## src/rtl/trap_sched_pkg.sv

```systemverilog
// Shared types for the trap/return sequencer: interrupt codes, FSM states,
// the captured-event record and the redirect target helper.
package trap_sched_pkg;

  localparam logic [3:0] interrupt_mach_extern = 4'd11;
  localparam logic [3:0] interrupt_mach_timer  = 4'd7;
  localparam logic [3:0] interrupt_mach_soft   = 4'd3;

  typedef enum logic [1:0] {
    ST_IDLE     = 2'd0,
    ST_DRAIN    = 2'd1,
    ST_COMMIT   = 2'd2,
    ST_REDIRECT = 2'd3
  } state_e;

  typedef enum logic [1:0] {
    KIND_NONE = 2'd0,
    KIND_EXC  = 2'd1,
    KIND_IRQ  = 2'd2,
    KIND_RET  = 2'd3
  } kind_e;

  typedef struct packed {
    kind_e       kind;
    logic [31:0] cause;
    logic [31:0] epc;
    logic [31:0] tval;
  } evt_t;

  // Only interrupts vector; the base add wraps inside the 30-bit word field.
  function automatic logic [31:0] trap_target(input evt_t e, input logic [31:0] mtvec,
                                              input logic [31:0] mepc);
    logic [29:0] base;
    base = mtvec[31:2];
    if (e.kind == KIND_RET) return mepc;
    if (e.kind == KIND_IRQ && mtvec[1:0] == 2'b01) base = base + {26'b0, e.cause[3:0]};
    return {base, 2'b00};
  endfunction

endpackage

```

## src/rtl/trap_sched_if.sv

```systemverilog
// Flush plus ready/valid redirect channel from the trap sequencer to fetch.
interface trap_sched_if;
  logic        flush;
  logic        redirect_valid;
  logic [31:0] redirect_pc;
  logic        redirect_ready;

  modport master (output flush, output redirect_valid, output redirect_pc, input redirect_ready);
  modport slave  (input flush, input redirect_valid, input redirect_pc, output redirect_ready);
endinterface

```

## src/rtl/trap_sched_prio.sv

```systemverilog
// Combinational event priority: exception > interrupt (meip > mtip > msip) > mret.
module trap_prio
  import trap_sched_pkg::*;
(
  input  logic        exc_valid,
  input  logic [3:0]  exc_cause,
  input  logic        irq_ok,
  input  logic [2:0]  irq_pend,
  input  logic        mret_req,
  output kind_e       kind,
  output logic [31:0] cause
);

  always_comb begin
    kind  = KIND_NONE;
    cause = '0;
    if (exc_valid) begin
      kind  = KIND_EXC;
      cause = {28'b0, exc_cause};
    end else if (irq_ok && |irq_pend) begin
      kind  = KIND_IRQ;
      cause = {1'b1, 27'b0, irq_pend[2] ? interrupt_mach_extern :
                            irq_pend[1] ? interrupt_mach_timer : interrupt_mach_soft};
    end else if (mret_req) begin
      kind = KIND_RET;
    end
  end

endmodule

```

## src/rtl/trap_sched.sv

```systemverilog
// Trap/return sequencer: capture in IDLE, drain memory, pulse the CSR commit,
// then hold a redirect to fetch until accepted.
module trap_sched
  import trap_sched_pkg::*;
#(
  parameter int DRAIN_TIMEOUT = 255,
  parameter int CNT_W         = 8
) (
  input  logic        clk,
  input  logic        rst,
  input  logic        exc_valid,
  input  logic [3:0]  exc_cause,
  input  logic [31:0] exc_epc,
  input  logic [31:0] exc_tval,
  input  logic        instr_valid,
  input  logic [31:0] instr_pc,
  input  logic        mret_req,
  input  logic        mstatus_mie,
  input  logic [2:0]  mie_en,
  input  logic [2:0]  mip_pend,
  input  logic [31:0] mtvec,
  input  logic [31:0] mepc,
  input  logic        mem_busy,
  output logic        trap_en,
  output logic        mret_en,
  output logic [31:0] trap_cause,
  output logic [31:0] trap_epc,
  output logic [31:0] trap_tval,
  output logic        drain_timeout,
  trap_sched_if.master rif
);

  state_e             state_q, state_d;
  evt_t               evt_q, evt_d;
  logic [CNT_W-1:0]   cnt_q, cnt_d;
  logic               trap_en_q, trap_en_d;
  logic               mret_en_q, mret_en_d;
  logic               flush_q, flush_d;
  logic               rv_q, rv_d;
  logic [31:0]        rpc_q, rpc_d;
  logic               dto_q, dto_d;

  kind_e              pkind;
  logic [31:0]        pcause;

  trap_prio u_prio (
    .exc_valid (exc_valid),
    .exc_cause (exc_cause),
    .irq_ok    (mstatus_mie & instr_valid),
    .irq_pend  (mie_en & mip_pend),
    .mret_req  (mret_req),
    .kind      (pkind),
    .cause     (pcause)
  );

  always_comb begin
    state_d   = state_q;
    evt_d     = evt_q;
    cnt_d     = cnt_q;
    trap_en_d = 1'b0;
    mret_en_d = 1'b0;
    flush_d   = flush_q;
    rv_d      = rv_q;
    rpc_d     = rpc_q;
    dto_d     = dto_q;
    unique case (state_q)
      ST_IDLE: begin
        if (pkind != KIND_NONE) begin
          // A return leaves the trap_* CSR values from the last trap untouched.
          evt_d.kind = pkind;
          if (pkind != KIND_RET) begin
            evt_d.cause = pcause;
            evt_d.epc   = (pkind == KIND_IRQ) ? instr_pc : exc_epc;
            evt_d.tval  = (pkind == KIND_EXC) ? exc_tval : '0;
          end
          state_d = ST_DRAIN;
          flush_d = 1'b1;
        end
      end
      ST_DRAIN: begin
        if (!mem_busy || cnt_q == CNT_W'(DRAIN_TIMEOUT - 1)) begin
          state_d   = ST_COMMIT;
          cnt_d     = '0;
          dto_d     = dto_q | mem_busy;
          trap_en_d = (evt_q.kind != KIND_RET);
          mret_en_d = (evt_q.kind == KIND_RET);
        end else begin
          cnt_d = cnt_q + CNT_W'(1);
        end
      end
      ST_COMMIT: begin
        rpc_d   = trap_target(evt_q, mtvec, mepc);
        rv_d    = 1'b1;
        state_d = ST_REDIRECT;
      end
      ST_REDIRECT: begin
        if (rif.redirect_ready) begin
          state_d = ST_IDLE;
          rv_d    = 1'b0;
          flush_d = 1'b0;
        end
      end
      default: state_d = ST_IDLE;
    endcase
  end

  always_ff @(posedge clk) begin
    if (rst) begin
      state_q   <= ST_IDLE;
      evt_q     <= '0;
      cnt_q     <= '0;
      trap_en_q <= 1'b0;
      mret_en_q <= 1'b0;
      flush_q   <= 1'b0;
      rv_q      <= 1'b0;
      rpc_q     <= '0;
      dto_q     <= 1'b0;
    end else begin
      state_q   <= state_d;
      evt_q     <= evt_d;
      cnt_q     <= cnt_d;
      trap_en_q <= trap_en_d;
      mret_en_q <= mret_en_d;
      flush_q   <= flush_d;
      rv_q      <= rv_d;
      rpc_q     <= rpc_d;
      dto_q     <= dto_d;
    end
  end

  assign trap_en            = trap_en_q;
  assign mret_en            = mret_en_q;
  assign trap_cause         = evt_q.cause;
  assign trap_epc           = evt_q.epc;
  assign trap_tval          = evt_q.tval;
  assign drain_timeout      = dto_q;
  assign rif.flush          = flush_q;
  assign rif.redirect_valid = rv_q;
  assign rif.redirect_pc    = rpc_q;

endmodule
```

## src/flat_wrapper.sv

```systemverilog
// flat-port wrapper written by rule: the top's interface ports become plain ports
module trap_sched_flat import trap_sched_pkg::*;
#(
  parameter int DRAIN_TIMEOUT = 255,
  parameter int CNT_W         = 8
)
  (clk, rst, exc_valid, exc_cause, exc_epc, exc_tval, instr_valid, instr_pc, mret_req, mstatus_mie, mie_en, mip_pend, mtvec, mepc, mem_busy, trap_en, mret_en, trap_cause, trap_epc, trap_tval, drain_timeout, rif_flush, rif_redirect_valid, rif_redirect_pc, rif_redirect_ready);
  trap_sched_if rif_i ();
  input  logic clk;
  input  logic rst;
  input  logic exc_valid;
  input  logic [3:0] exc_cause;
  input  logic [31:0] exc_epc;
  input  logic [31:0] exc_tval;
  input  logic instr_valid;
  input  logic [31:0] instr_pc;
  input  logic mret_req;
  input  logic mstatus_mie;
  input  logic [2:0] mie_en;
  input  logic [2:0] mip_pend;
  input  logic [31:0] mtvec;
  input  logic [31:0] mepc;
  input  logic mem_busy;
  output logic trap_en;
  output logic mret_en;
  output logic [31:0] trap_cause;
  output logic [31:0] trap_epc;
  output logic [31:0] trap_tval;
  output logic drain_timeout;
  output wire logic [$bits(rif_i.flush)-1:0] rif_flush;
  output wire logic [$bits(rif_i.redirect_valid)-1:0] rif_redirect_valid;
  output wire logic [$bits(rif_i.redirect_pc)-1:0] rif_redirect_pc;
  input wire logic [$bits(rif_i.redirect_ready)-1:0] rif_redirect_ready;
  assign rif_flush = rif_i.flush;
  assign rif_redirect_valid = rif_i.redirect_valid;
  assign rif_redirect_pc = rif_i.redirect_pc;
  assign rif_i.redirect_ready = rif_redirect_ready;
  trap_sched #(.DRAIN_TIMEOUT(DRAIN_TIMEOUT), .CNT_W(CNT_W)) u_core (.clk(clk), .rst(rst), .exc_valid(exc_valid), .exc_cause(exc_cause), .exc_epc(exc_epc), .exc_tval(exc_tval), .instr_valid(instr_valid), .instr_pc(instr_pc), .mret_req(mret_req), .mstatus_mie(mstatus_mie), .mie_en(mie_en), .mip_pend(mip_pend), .mtvec(mtvec), .mepc(mepc), .mem_busy(mem_busy), .trap_en(trap_en), .mret_en(mret_en), .trap_cause(trap_cause), .trap_epc(trap_epc), .trap_tval(trap_tval), .drain_timeout(drain_timeout), .rif(rif_i));
endmodule
```

## config.mk

```make
export PLATFORM = sky130hd
export DESIGN_NAME = trap_sched_flat
export DESIGN_NICKNAME = d
export VERILOG_FILES = /design/src/rtl/trap_sched_pkg.sv /design/src/rtl/trap_sched_if.sv /design/src/rtl/trap_sched_prio.sv /design/src/rtl/trap_sched.sv /design/src/flat_wrapper.sv
export SDC_FILE = /design/constraint.sdc
export NUM_CORES = 1
export LEC_CHECK = 0
export BUFFER_PORTS_ARGS = -buffer_cell sky130_fd_sc_hd__buf_4
export CAP_MARGIN = 15
export CORE_AREA = 2 2 121 123
export CTS_BUF_LIST = sky130_fd_sc_hd__clkbuf_8
export CTS_CLUSTER_SIZE = 28
export DETAILED_ROUTE_END_ITERATION = 8
export DIE_AREA = 0 0 123 125
export GPL_TIMING_DRIVEN = 1
export PLACE_DENSITY_LB_ADDON = 0.12
export SYNTH_ARGS = -nofsm -noshare
export SYNTH_HDL_FRONTEND = slang
export SYNTH_SLANG_ARGS = --single-unit
export TNS_END_PERCENT = 1
```

## constraint.sdc

```tcl
create_clock -name clk -period 3.07 [get_ports clk]
set_input_delay 0.1535 -clock clk [delete_from_list [all_inputs] [get_ports clk]]
set_output_delay 0.1535 -clock clk [all_outputs]
set_load 0.01 [all_outputs]
```

-- Word level (Yosys, flattened, before mapping)
Index checks and enable logic that the tools add are counted.
W data, S select, Z words.
- bits in registers: 145
- output and inout bits: 133
- add/sub/neg operators: 2
- equal/unequal tests: 14
- mux-type cells: 23
- bitwise operators: 5
- reduce and logical (&&, ||, !) cells: 16
- operator list (cell ; number):
    $mux W32 ; 6
    $add A30 B4 Y30 ; 1
    $mux W30 ; 1
    $mux W2 ; 6
    $eq A2 B2 Y1 const B ; 5
    $reduce_and A3 Y1 ; 3
    $add A8 B1 Y8 const B ; 1
    $eq A8 B8 Y1 const B ; 1
    $mux W8 ; 1
    $pmux W2 S4 ; 1
    $eq A2 B1 Y1 const B ; 3
    $ne A2 B2 Y1 const B ; 3
    $reduce_and A2 Y1 ; 3
    $reduce_bool A2 Y1 ; 3
    $reduce_or A3 Y1 ; 2
    $mux W1 ; 4
    $mux W4 ; 1
    $ne A2 B1 Y1 const B ; 2
    $pmux W1 S2 ; 2
    $and A3 B3 Y3 ; 1
    $mux W3 ; 1
    $logic_and A1 B1 Y1 ; 2
    $logic_not A2 Y1 ; 1
    $not A1 Y1 ; 2
    other kinds (4) ; 4

-- Longest topological paths before layout
- depth after elaboration: 8
- mapped depth: 8
- depth with buffers taken out: 7

-- Hierarchy
A second synthesis with hierarchy kept.
- cells, all modules: 940
- area, all modules: 7591.0 µm²
- modules (own cells, without submodules) (module ; times used ; cells each ; area each (µm²) ; sequential area each (µm²)):
    trap_sched ; 1 ; 896 ; 7292.0 ; 2902.8
    trap_prio ; 1 ; 44 ; 299.0 ; 0.0

-- Worst setup path before layout
No wires, ideal clock.
- path type: flip-flop to flip-flop
- start: register u_core.evt_q[96] in the netlist's numbering
- end: register u_core.rpc_q[25] (netlist: u_core.rif.redirect_pc[25])
- library setup time: 0.120 ns
- data arrival time: 2.147 ns
- required time: 2.950 ns
- path slack: 0.803 ns
- stages on the path, launching flop included: 8
- path buffers: 2
- period minus slack after synthesis: 2.267 ns
- path through: dfxtp_1 -> nand4bb_1 -> buf_2 -> or4_4 -> buf_6 -> or4b_4 -> xnor2_1 -> o31a_1
- word-level cells in the longest chain between the ends: 4
- elaborated cells between the ends (all ways): 7
- ends and longest elaborated chain (element ; line ; text):
    start, declared ; trap_sched.sv:34 ; evt_t evt_q, evt_d;
    start signal, assigned ; trap_sched.sv:120 ; evt_q <= evt_d;
    $eq A2 B2 Y1 (on tied branches) ; trap_sched_pkg.sv:35, trap_sched_pkg.sv:36 ;
    $mux W1 or $logic_and A1 B1 Y1 (tied branches) ; trap_sched_pkg.sv:35, trap_sched_pkg.sv:36 ;
    $mux W1 or $mux W30 (tied branches) ; trap_sched.sv:66, trap_sched_pkg.sv:36 ;
    $mux W32 * ; trap_sched_pkg.sv:36 ; if (e.kind == KIND_IRQ && mtvec[1:0] == 2'b01) base = base + {26'b0, e.cause[3:0]};
    end signal, assigned ; trap_sched.sv:126 ; rpc_q <= rpc_d;
    end, declared ; trap_sched.sv:40 ; logic [31:0] rpc_q, rpc_d;
Every way passes the cells marked *; elsewhere a longest branch is shown, timed or not. The select of a mux whose other input is x is not followed.
A chain may end at the register's enable or synchronous reset.

-- Worst setup path in the final report
- start: register u_core.state_q[0]
- end: register u_core.evt_q, in the netlist u_core.trap_epc[8]
- word-level cells in the longest chain between the ends: 2
- ends and longest elaborated chain (element ; line ; text):
    start, declared ; trap_sched.sv:33 ; state_e state_q, state_d;
    start signal, assigned ; trap_sched.sv:119 ; state_q <= state_d;
    $logic_not A2 Y1 ; trap_sched.sv:66 ; unique case (state_q)
    $reduce_and A3 Y1 (no line) ; -- ;
Every way passes these cells.

==> summary.md <==
| Metric | Value |
|---|---|
| Post-route total power | `5.68 mW` |
| Clock root buffer | `clkbuf_8` |
| DIE AREA | `0.0154 sq mm` |
| Worst-skew pair later-pin latency | `440 ps` |
| Relative slew slack | `39.0%` |
| Largest net degree at the start of global routing | `65` |
| Post-Synth Simple-Gate Area | `18.2%` |
| Ranking of synthesized cells by area | `dfxtp_1 (38%), buf_4 (12%), nor2_1 (6.0%)` |
| Via count | `6363` |
| Area grow syn2layout | `47.5%` |
| Area of the multi-input gates | `0.00302 sq mm` |
| Setup_tns | `0 ps` |
| Die W | `123 microns` |
| Starting density of the core | `43.9%` |
| Clock-pin slew on the worst setup and hold paths | `70 ps` |
| Status | `complete, no violations` |
| Synth top area share | `37.9%` |
| CTS tree | `done` |
| Wirelength per Cell | `15.9 microns` |
| Antenna Nets Post-Route | `0` |
| Clock Sinks | `118` |
| Sequential fraction of the synthesis area | `37.9%` |
| Worst Hold Depth | `3` |
| Die Y | `125 microns` |
| Post-Synth Adder-Cell Area | `2.33%` |
| Register area | `0.00236 sq mm` |
| Total GRT Usage | `24.7%` |
| Lkg Pwr | `4.08 nW` |
| FMAX | `360 MHz` |
| Initial DRC count | `369` |
| Crit end category | `register` |
| Reg2Reg Depth | `7` |
| Count of cell types in the netlist | `52` |
| Final Setup Violations | `0` |
| Synth warnings | `0` |
| Post-synth EDFFs | `0` |
| CTS H-tree lvls | `4` |
| Grt ovf | `0` |
| Layout cell share with drive strength beyond 1 | `31.6%` |
| FFs w/ async S/R, synth | `0%` |
| Fill cells | `1240` |
| Synth Register Bits | `118` |
| Cell type with the highest aggregate area in the netlist | `dfxtp_1` |
| Final Max Slew Viols | `0` |
| Crit path capture | `u_core.trap_epc[8]$_SDFFE_PP0P_` |
| First-pass GRT wire length | `30.1 mm` |
| Synthesized cell area | `0.00624 sq mm` |
| Post-detail-place hpwl | `13.2 mm` |
| Worst Hold Class | `in -> reg` |
| ANT cells | `0` |
| Worst setup path startpoint | `u_core.state_q[0]$_SDFFE_PP0P_` |
| Initial antenna violation count | `0` |
| Final cell utilization of the core | `64.8%` |
| Critical R2R Capture | `u_core.trap_epc[8]$_SDFFE_PP0P_` |
| Port Buffers | `283` |
| Clk buf depth | `2` |
| Worst Max-Slew Pin Slew | `913 ps` |
| Critical path class | `reg -> reg` |
| Largest fanout on the critical path | `36` |
| Largest family of logic cells by synthesized area | `compound AO/OA/AOI/OAI gates` |
| Area of placed instances | `0.00790 sq mm` |
| Data arrival time of the critical path | `3160 ps` |
| Final Hold Fails | `0` |
| Final WL | `19.8 mm` |
| Top post-synthesis cells by count | `dfxtp_1 (118), nor2_1 (99), buf_4 (96)` |
| Placed Instances | `1117` |
| Most common cell in the netlist | `dfxtp_1` |
| Design Area, Final | `0.00920 sq mm` |
| Fin crit share | `90.5%` |
| Syn_area_per_cell | `8.20 sq um` |
| Post-synthesis compound-gate area fraction | `19.8%` |
| Synth Area in XOR/XNOR | `4.35%` |
| Nets@finish | `1234` |
| DRT Pass-1 Iters | `4` |
| Worst R2R Setup Slack | `290 ps` |
| Core Region | `0.0142 sq mm` |
| Vias in the first global route | `5951` |
| Power density over the cells | `617 mW/mm^2` |
| Mapped Cells | `761` |
| Post CTS Setup Buffer Count | `0` |
| Row cnt | `44` |
| Fin cells | `1241` |
| Worst r2r src | `u_core.state_q[0]$_SDFFE_PP0P_` |
| IO Count | `311` |
| Setup Skew | `7.87 ps` |
| Post-synthesis mux area share | `1.76%` |
| Peak supply drop | `0.000376 V` |
| Worst EP required | `3450 ps` |
| DRC errors left | `0` |
| Via-to-Cell Ratio | `5.13` |
| Startpoint Class | `register` |
| RSZ-0062 raised after global routing | `false` |
| CTS Buf Count | `17` |
| Max-cap viol count | `0` |
| Final Critical Period | `2780 ps` |
| Placer Congestion | `0.822` |
| Ys flop type | `dfxtp_1` |
-- critical path, stage by stage (launching register included) --
cell and delay (ps):
dfxtp_1 330, inv_1 100, ha_1 450, o21a_2 660, buf_12 270, nor2_1 60, a311oi_1 250, dlygate4sd3_1 590
-- report_power, final --
group	internal, mW	switching (mW)	leakage [nW]
logic	1.09	1.18	2.91
registers	1.85	0.187	0.967
clock network	0.743	0.623	0.199
-- registers in the layout, indices dropped and copies added, names as in the netlist --
register                   flops
u_core.state_q                 2
u_core.trap_epc               32
u_core.trap_cause              5
u_core.drain_timeout           1
u_core.trap_en                 1
u_core.mret_en                 1
u_core.rif.redirect_pc        32
u_core.evt_q                   2
u_core.cnt_q                   8
u_core.rif.flush               1
u_core.trap_tval              32
u_core.rif.redirect_valid      1
-- placed cells by master, fill, tap and decap left out, types with 3 or more instances in the layout --
cell,count
buf_4,293
dfxtp_1,118
nor2_1,99
dlygate4sd3_1,93
nand2_1,53
o21ai_0,38
a21oi_1,34
a22oi_1,33
a311oi_1,29
conb_1,27
and3_1,26
xor2_1,20
o22ai_1,20
clkbuf_8,19
nand4_1,16
inv_1,15
nand3_1,14
a211oi_1,13
nor3_1,11
xnor2_1,11
mux2i_1,11
ha_1,10
clkinv_2,6
or3_1,5
o211ai_1,3
-- area by class of cell --
cell class / instances / share of cell area (%)
clock inverter: 12 / 1.22
tap: 184 / 2.50
timing repair buffer: 388 / 34.5
clock buffer: 19 / 2.84
inverter: 13 / 0.530
sequential: 118 / 25.7
multi-input combinational: 507 / 32.8
-- per-layer routing --
metal | global-route usage (%) | vias to the layer above | wire [microns]
met5 | 0 | - | 0
met4 | 11.0 | 0 | 590
met3 | 6.84 | 42 | 1530
met2 | 40.0 | 251 | 9490
met1 | 30.4 | 2926 | 8150
li1 | - | 3144 | -
-- what timing repair did --
action	in CTS	in global routing
resized for setup	0	0
endpoints found under the hold margin	72	0
endpoints found under the setup margin	0	0
hold buffers	93	0
-- metrics by stage --
stage / worst slack, ps / hold slack (ps)
after floorplan: 803 / 302
after global routing: 9.26 / 21.3
after CTS: 349 / 4.64
after global placement: 800 / 385
after detailed placement: 781 / 396
final: 291 / 34.0
-- logic make-up after synthesis --
family,after synthesis
XOR/XNOR,31
adder cells (fa/ha/maj),11
AO/OA/AOI/OAI,186
flip-flops,118
multiplexers,11
other,1
buffers and inverters,162
AND/OR/NAND/NOR,241
-- how the worst min path moves through the flow --
stage / start / end
detailed placement: exc_tval[16] / u_core.trap_tval[16]$_SDFFE_PP0P_
finish: exc_epc[2] / u_core.trap_epc[2]$_SDFFE_PP0P_
floorplan: exc_tval[0] / u_core.trap_tval[0]$_SDFFE_PP0P_
global placement: exc_tval[26] / u_core.trap_tval[26]$_SDFFE_PP0P_
global route: exc_epc[6] / u_core.trap_epc[6]$_SDFFE_PP0P_
CTS: mtvec[22] / u_core.rif.redirect_pc[22]$_SDFFE_PP0P_
Note: power is estimated with default switching activity, not from simulation.
